`src/rtl/step_pulse_gen.sv`:
```
// ---------------------------------------------------------------------------
// step_pulse_gen
//   Conditions the raw step button for the 3-phase ring-counter stage.
//   The asynchronous button level is synchronised, debounced on both press
//   and release, and turned into single-cycle step strobes: one per accepted
//   press, plus optional auto-repeat strobes while the button stays held.
//   A wrapping 8-bit count of issued strobes is kept for debug readout.
//
// Parameters
//   SYNC_STAGES      synchroniser depth on btn_in (>= 2)
//   DEBOUNCE_CYCLES  consecutive stable samples to accept a press/release (>= 2)
//   REPEAT_DELAY     held cycles before the first auto-repeat strobe (>= 2)
//   REPEAT_PERIOD    cycles between later auto-repeat strobes (>= 2)
//
// Ports
//   clk         in   1  system clock
//   rst         in   1  synchronous reset, active-high
//   btn_in      in   1  raw asynchronous button level, 1 = pressed
//   repeat_en   in   1  1 = auto-repeat allowed while held
//   step_pulse  out  1  one-cycle strobe per accepted step
//   btn_level   out  1  debounced button level
//   step_count  out  8  number of step_pulse strobes issued, mod 256
// ---------------------------------------------------------------------------
module step_pulse_gen #(
    parameter int SYNC_STAGES     = 2,
    parameter int DEBOUNCE_CYCLES = 1000,
    parameter int REPEAT_DELAY    = 50000,
    parameter int REPEAT_PERIOD   = 10000
) (
    input  logic       clk,
    input  logic       rst,
    input  logic       btn_in,
    input  logic       repeat_en,
    output logic       step_pulse,
    output logic       btn_level,
    output logic [7:0] step_count
);

    // The shared counter only ever needs to reach (largest parameter - 1).
    localparam int CNT_MAX_A = (DEBOUNCE_CYCLES > REPEAT_DELAY) ? DEBOUNCE_CYCLES : REPEAT_DELAY;
    localparam int CNT_MAX   = (CNT_MAX_A > REPEAT_PERIOD) ? CNT_MAX_A : REPEAT_PERIOD;
    localparam int CNT_W     = $clog2(CNT_MAX);

    localparam logic [CNT_W-1:0] CNT_ONE     = CNT_W'(1);
    localparam logic [CNT_W-1:0] DEB_LAST    = CNT_W'(DEBOUNCE_CYCLES - 1);
    localparam logic [CNT_W-1:0] DELAY_LAST  = CNT_W'(REPEAT_DELAY - 1);
    localparam logic [CNT_W-1:0] PERIOD_LAST = CNT_W'(REPEAT_PERIOD - 1);

    typedef enum logic [2:0] {
        IDLE,
        DB_PRESS,
        HELD,
        REPEAT,
        DB_RELEASE
    } state_t;

    state_t                 state;
    logic [CNT_W-1:0]       cnt;
    logic [SYNC_STAGES-1:0] sync;
    logic                   btn_s;

    assign btn_s = sync[SYNC_STAGES-1];

    // NOTE: all state here is written with non-blocking assignments so every
    // register samples the values from before the edge; mixing in blocking
    // writes would make the result depend on statement order.
    always_ff @(posedge clk) begin
        if (rst) begin
            sync       <= '0;
            state      <= IDLE;
            cnt        <= '0;
            step_pulse <= 1'b0;
            btn_level  <= 1'b0;
            step_count <= '0;
        end else begin
            sync       <= {sync[SYNC_STAGES-2:0], btn_in};
            step_pulse <= 1'b0;

            case (state)
                IDLE: begin
                    btn_level <= 1'b0;
                    if (btn_s) begin
                        state <= DB_PRESS;
                        cnt   <= '0;
                    end
                end

                DB_PRESS: begin
                    if (!btn_s) begin
                        // Bounce: drop back without issuing anything.
                        state <= IDLE;
                        cnt   <= '0;
                    end else if (cnt == DEB_LAST) begin
                        state      <= HELD;
                        cnt        <= '0;
                        btn_level  <= 1'b1;
                        step_pulse <= 1'b1;
                        step_count <= step_count + 8'd1;
                    end else begin
                        cnt <= cnt + CNT_ONE;
                    end
                end

                HELD: begin
                    btn_level <= 1'b1;
                    if (!btn_s) begin
                        state <= DB_RELEASE;
                        cnt   <= '0;
                    end else if (!repeat_en) begin
                        // Repeat delay only accumulates while repeat is allowed.
                        cnt <= '0;
                    end else if (cnt == DELAY_LAST) begin
                        state      <= REPEAT;
                        cnt        <= '0;
                        step_pulse <= 1'b1;
                        step_count <= step_count + 8'd1;
                    end else begin
                        cnt <= cnt + CNT_ONE;
                    end
                end

                REPEAT: begin
                    if (!btn_s) begin
                        state <= DB_RELEASE;
                        cnt   <= '0;
                    end else if (!repeat_en) begin
                        state <= HELD;
                        cnt   <= '0;
                    end else if (cnt == PERIOD_LAST) begin
                        cnt        <= '0;
                        step_pulse <= 1'b1;
                        step_count <= step_count + 8'd1;
                    end else begin
                        cnt <= cnt + CNT_ONE;
                    end
                end

                DB_RELEASE: begin
                    // Level stays high until the release is confirmed.
                    if (btn_s) begin
                        // Release bounce: back to HELD, repeat delay restarts.
                        state <= HELD;
                        cnt   <= '0;
                    end else if (cnt == DEB_LAST) begin
                        state     <= IDLE;
                        cnt       <= '0;
                        btn_level <= 1'b0;
                    end else begin
                        cnt <= cnt + CNT_ONE;
                    end
                end

                default: begin
                    state <= IDLE;
                    cnt   <= '0;
                end
            endcase
        end
    end

endmodule

```
`config.mk`:
```
export PLATFORM = sky130hd
export DESIGN_NAME = step_pulse_gen
export DESIGN_NICKNAME = d
export VERILOG_FILES = /design/src/rtl/step_pulse_gen.sv
export SDC_FILE = /design/constraint.sdc
export NUM_CORES = 1
export LEC_CHECK = 0
export CORE_ASPECT_RATIO = 1.5
export CORE_MARGIN = 2
export CORE_UTILIZATION = 57
export DETAILED_ROUTE_END_ITERATION = 10
export PLACE_DENSITY = 0.84
export SLEW_MARGIN = 15
export SYNTH_ARGS = -nofsm -noshare
export SYNTH_HDL_FRONTEND = slang
export SYNTH_SLANG_ARGS = --single-unit
```
`constraint.sdc`:
```
create_clock -name clk -period 3.05 [get_ports clk]
set_input_delay 0.7625 -clock clk [delete_from_list [all_inputs] [get_ports clk]]
set_output_delay 0.7625 -clock clk [all_outputs]
set_load 0.03 [all_outputs]
```
==> flow_summary.json, run 1 <==
{
  "placementRows": 24,
  "drtPass1Iterations": 4,
  "cp.required_ps": 3210,
  "ys.flop_type": "dfxtp_1",
  "synth-edff-count": 0,
  "gp_congestion": 0.888,
  "leakage_nw": 0.627,
  "grt_first_pass_wirelength_um": 6690,
  "tns_ps": 0,
  "start_util": 0.591,
  "setup_violations": 0,
  "cts_buffer_depth": 2,
  "postLayoutCellArea_um2": 1930,
  "dp_hpwl_um": 2940,
  "cp-end-kind": "flop",
  "yosysSeqAreaShare": 0.368,
  "place_ws_ps": 187,
  "cts_setup_buffers": 0,
  "place_area_um2": 1850,
  "hold_violations": 0,
  "diodes": 0,
  "syn_inst": 203,
  "clkSinkCount": 31,
  "portBuffers": 13,
  "hold_start": "sync[0]",
  "met3_usage": 0.0570,
  "startpoint_type": "flop",
  "fin_crit_sh": 0.877,
  "antenna_found_initial": 0,
  "insertion_delay_ps": 280,
  "nets": 224,
  "cp.arrival_ps": 2840,
  "skew_ps": 4.18,
  "fin_util": 0.678,
  "drt_iter0_markers": 65,
  "globalRouteTotalUtil": 0.248,
  "cts_tree": "done",
  "maxSlewViolCount": 0,
  "htreeDepth": 2,
  "status": "finished clean",
  "relSlewSlack": 0.479,
  "yosys_warnings": 0,
  "hold_path_class": "flop to flop",
  "p_total_mw": 0.749,
  "worstMarginPinSlew_ps": 775,
  "die-area_um2": 3420,
  "routedWlPerCell_um": 15.6,
  "vdd_drop_max_uv": 375,
  "rsz0062_at_grt": "false",
  "crit_chain": "ha_1 > or3b_2 > or2_2 > o2111ai_1 > a311o_1 > or3_1 > o21ai_0",
  "synth_area_leader_cell": "dfxtp_1",
  "worstReg2RegEnd": "cnt[9]",
  "place_inst": 250,
  "cts_root_buffer": "clkbuf_8",
  "clk_pin_slew_ps": 60,
  "overflow": 0,
  "synthToLayoutAreaGrowth_pct": 14.8,
  "setup_ws_ps": 377,
  "synth.area.top_cells": "dfxtp_1 (37%), nand3_1 (5.3%), nor2_1 (4.0%)",
  "r2r_slack_ps": 380,
  "min_period_ps": 2670,
  "viasPerCell": 6.29,
  "ctsResizeCount": 0,
  "syn-cell-area_um2": 1690,
  "grt_pass1_vias": 1603,
  "synth_top_area_frac": 0.368,
  "maxCapViolCount": 0,
  "cpMaxStageDelayCell": "or3b_2",
  "top_usage_layer": "met2",
  "crit_path_end": "cnt[9]",
  "syn-num-nets": 209,
  "critical_path.reg2reg.startpoint": "cnt[0]",
  "drive_above_1_share": 0.0822,
  "finalNonFillerCells": 258,
  "path_class": "flop to flop",
  "synthArstFlopShare": 0,
  "use_met1": 0.267,
  "pin_count": 14,
  "ant_nets": 0,
  "holdBufCountCts": 0,
  "fmax_ghz": 0.374,
  "vias": 1622,
  "use_met2": 0.441,
  "routed_wl_um": 4020,
  "ys_types": 44,
  "cp-startpoint": "cnt[0]",
  "power_per_cell_area_nw_per_um2": 387,
  "die_h_um": 70.6,
  "worstRegToRegCells": 7,
  "cpPeakStageDelay_ps": 500,
  "coreArea_um2": 2850,
  "grt_max_degree": 17,
  "path_max_fanout": 7,
  "fill_cells": 241,
  "avgSynthCellArea_um2": 8.30,
  "ys_seq_elements": 31,
  "drc": 0,
  "cts_buffers": 5,
  "die_w_um": 48.4,
  "worst_hold_slack_ps": 453
}
worst max-delay path, delay by kind of cell, from the launching register on:
family          cells  cell delay (ps)
compound gates      3              880
fa+ha+maj           1              290
flops               1              400
simple gates        3              990
cells in the mapped netlist, types with 4 or more instances:
library cell,number
nand2_1,14
nand3_1,18
a21oi_1,13
nor2b_1,4
o31ai_1,6
dfxtp_1,31
o21ai_0,9
clkbuf_1,8
xor2_1,7
inv_1,4
nor2_1,18
and2_1,8
nand4_1,5
a311oi_1,4
or3_1,6
logic make-up after synthesis:
family,count (synthesis),share of synthesized area
muxes,1,0.00594
DFF,31,0.368
and+or+nand+nor,100,0.334
buffers and inverters,13,0.0334
AOI/OAI and AO/OA,46,0.192
xor gates and xnor gates,10,0.0520
adders and majority gates,2,0.0148
worst min path at each step:
stage	endpoint	cells past startpoint	slack, ps
after CTS	sync[1]	1	450
after global placement	sync[1]	1	430
after global routing	sync[1]	1	470
after floorplan	sync[1]	1	410
final	sync[1]	1	450
after detailed placement	sync[1]	1	450
report_power, final:
| group | leakage (nW) | total, mW | internal, mW | switching [mW] |
|---|---|---|---|---|
| logic | 0.335 | 0.0324 | 0.0126 | 0.0198 |
| registers | 0.250 | 0.411 | 0.407 | 0.00397 |
| clock network | 0.0422 | 0.305 | 0.160 | 0.145 |
cells in the final DEF, fill, tap and decap left out, types with 4 or more instances in the layout:
cell,instances
buf_4,4
o21ai_0,9
xor2_1,7
a311oi_1,4
nand3_1,18
nor2b_1,4
o31ai_1,6
dfxtp_1,31
nand2_1,14
and2_1,8
inv_1,4
clkbuf_8,5
nand4_1,5
nor2_1,18
or3_1,6
clkdlybuf4s50_1,13
a21oi_1,13
sequential cells by signal, indices dropped and copies added (netlist names):
name	flops
btn_level	1
cnt	16
state	3
step_count	8
step_pulse	1
sync	2
area by class of cell:
cell class / count / area [um^2] / area share
clock buffer: 7 / 76.3 / 0.0395
clock inverter: 1 / 5.00 / 0.00259
inverter: 4 / 15.0 / 0.00776
multi-input combinational: 159 / 1010 / 0.521
sequential: 31 / 621 / 0.321
tap: 39 / 48.8 / 0.0252
timing repair buffer: 17 / 160 / 0.0828
layer usage:
| metal | vias to the layer above | wire [um] |
|---|---|---|
| li1 | 792 | - |
| met1 | 758 | 1600 |
| met2 | 58 | 2130 |
| met3 | 14 | 187 |
| met4 | 0 | 97 |
| met5 | - | 0 |
(Power assumes the default switching activity.)
==> inputs of run 2 (changes only) <==
--- a/config.mk
+++ b/config.mk
@@ -10,6 +10,7 @@
 export CORE_UTILIZATION = 57
 export DETAILED_ROUTE_END_ITERATION = 10
 export PLACE_DENSITY = 0.84
+export RECOVER_POWER = 25
 export SLEW_MARGIN = 15
 export SYNTH_ARGS = -nofsm -noshare
 export SYNTH_HDL_FRONTEND = slang
==> run 2 against run 1 <==
  * Sequential cell count did not move
  * Maximum frequency fell by 0.84%
  * Utilization decreased by 0.26 points
  * Combinational power decreased by 4%
  * Via count shrank 0.92%
  * Clock-buffer cell count unchanged
  * Critical path depth shrank 1
  * Critical endpoint is now step_count[7]
  * Highest routed layer unchanged
==> flow_summary.json, run 2 (synthesis gave the netlist of run 1 again) <==
{
  "status": "finished clean",
  "cts_setup_buffers": 0,
  "holdBufCountCts": 0,
  "grt_max_degree": 17,
  "top_register": "cnt",
  "startpoint_type": "flop",
  "die_h_um": 70.6,
  "maxSlewViolCount": 0,
  "path_max_fanout": 8,
  "min_period_ps": 2700,
  "crit_chain": "or4_1 > or4_4 > a2111oi_4 > nand4_2 > or3_1 > a21oi_1",
  "routedWlPerCell_um": 15.4,
  "setup_violations": 0,
  "placementRows": 24,
  "die-area_um2": 3420,
  "p_total_mw": 0.746,
  "vias": 1607,
  "use_met2": 0.441,
  "start_util": 0.591,
  "ant_nets": 0,
  "grt_pass1_vias": 1603,
  "clkSinkCount": 31,
  "gp_congestion": 0.888,
  "cts_tree": "done",
  "drc": 0,
  "synthToLayoutAreaGrowth_pct": 14.3,
  "fmax_ghz": 0.371,
  "coreArea_um2": 2850,
  "cp.required_ps": 3250,
  "use_met1": 0.267,
  "rsz0062_at_grt": "false",
  "cpPeakStageDelay_ps": 640,
  "setup_ws_ps": 354,
  "cts_buffer_depth": 2,
  "diodes": 0,
  "final_common_cell": "dfxtp_1",
  "clk_pin_slew_ps": 60,
  "final-seq-area_um2": 621,
  "skew_ps": 1.95,
  "htreeDepth": 2,
  "fill_cells": 240,
  "nets": 224,
  "cp.arrival_ps": 2900,
  "fin_crit_sh": 0.884,
  "cts_buffers": 5,
  "fin_util": 0.675,
  "cp-end-kind": "flop",
  "vdd_drop_max_uv": 374,
  "place_ws_ps": 187,
  "pin_count": 14,
  "portBuffers": 13,
  "drive_above_1_share": 0.0731,
  "leakage_nw": 0.647,
  "cpMaxStageDelayCell": "or4_4",
  "viasPerCell": 6.23,
  "largest_reg_flops": 16,
  "relSlewSlack": 0.477,
  "multi_input_area_um2": 1000,
  "dp_hpwl_um": 2940,
  "routed_wl_um": 3980,
  "layout_common_cells": "dfxtp_1 (31), nor2_1 (18), nand3_1 (18), nand2_1 (14), a21oi_1 (13)",
  "largestRegisters": "cnt: 16 flops, step_count: 8 flops, state: 3 flops",
  "top_usage_layer": "met2",
  "hold_violations": 0,
  "drtPass1Iterations": 4,
  "cts_root_buffer": "clkbuf_8",
  "antenna_found_initial": 0,
  "die_w_um": 48.4,
  "maxCapViolCount": 0,
  "worstMarginPinSlew_ps": 777,
  "path_class": "flop to flop",
  "met3_usage": 0.0570,
  "insertion_delay_ps": 280,
  "overflow": 0,
  "grt_first_pass_wirelength_um": 6690,
  "r2r_slack_ps": 350,
  "ctsResizeCount": 0,
  "hold_path_class": "flop to flop",
  "power_per_cell_area_nw_per_um2": 387,
  "worst_hold_slack_ps": 452,
  "drt_iter0_markers": 78,
  "tns_ps": 0,
  "globalRouteTotalUtil": 0.248
}
==> run 2: cell types whose count changed in the layout (fill, tap and decap cells not counted), sizes merged <==
cell	change
buf	-1
clkdlybuf4s50	-7
clkbuf	+1
dlygate4sd3	+7
==> run 2: area by class of cell <==
type / count / area share
Tap cell: 39 / 0.0253
Timing Repair Buffer: 17 / 0.0812
Multi-Input combinational cell: 159 / 0.521
Inverter: 4 / 0.00779
Clock buffer: 7 / 0.0396
Sequential cell: 31 / 0.322
Clock inverter: 1 / 0.00260
==> run 2: path summary, 6_finish.rpt <==
check | end | from | cells after the start
max | step_count[7] | cnt[15] | 6
min | sync[1] | sync[0] | 1
max reg2reg | step_count[7] | cnt[15] | 6
min reg2reg | sync[1] | sync[0] | 1
==> run 2: where the power goes <==
part	internal, mW	total [mW]	switching [mW]
clock	0.160	0.304	0.144
sequential	0.407	0.411	0.00394
combinational	0.0118	0.0312	0.0195
==> run 2: per-layer routing <==
layer | part of all wire | wire [um] | vias up
li1 | - | - | 791
met3 | 0.054 | 215 | 5
met5 | 0 | 0 | -
met4 | 0.012 | 48 | 0
met2 | 0.55 | 2170 | 60
met1 | 0.39 | 1540 | 751
==> run 2: worst max-delay path: cells and delay by family (launching register included) <==
kind             cells  cell delay [ps]
AO/OA/AOI/OAI        2              520
flip-flops           1              330
AND/OR/NAND/NOR      4             1770
==> run 2: through the flow <==
stage / instances / instance area [um^2]
after detailed placement: 250 / 1850
after global placement: 250 / 1850
final: 258 / 1930
after global routing: 258 / 1930
after floorplan: 203 / 1690
after CTS: 258 / 1930
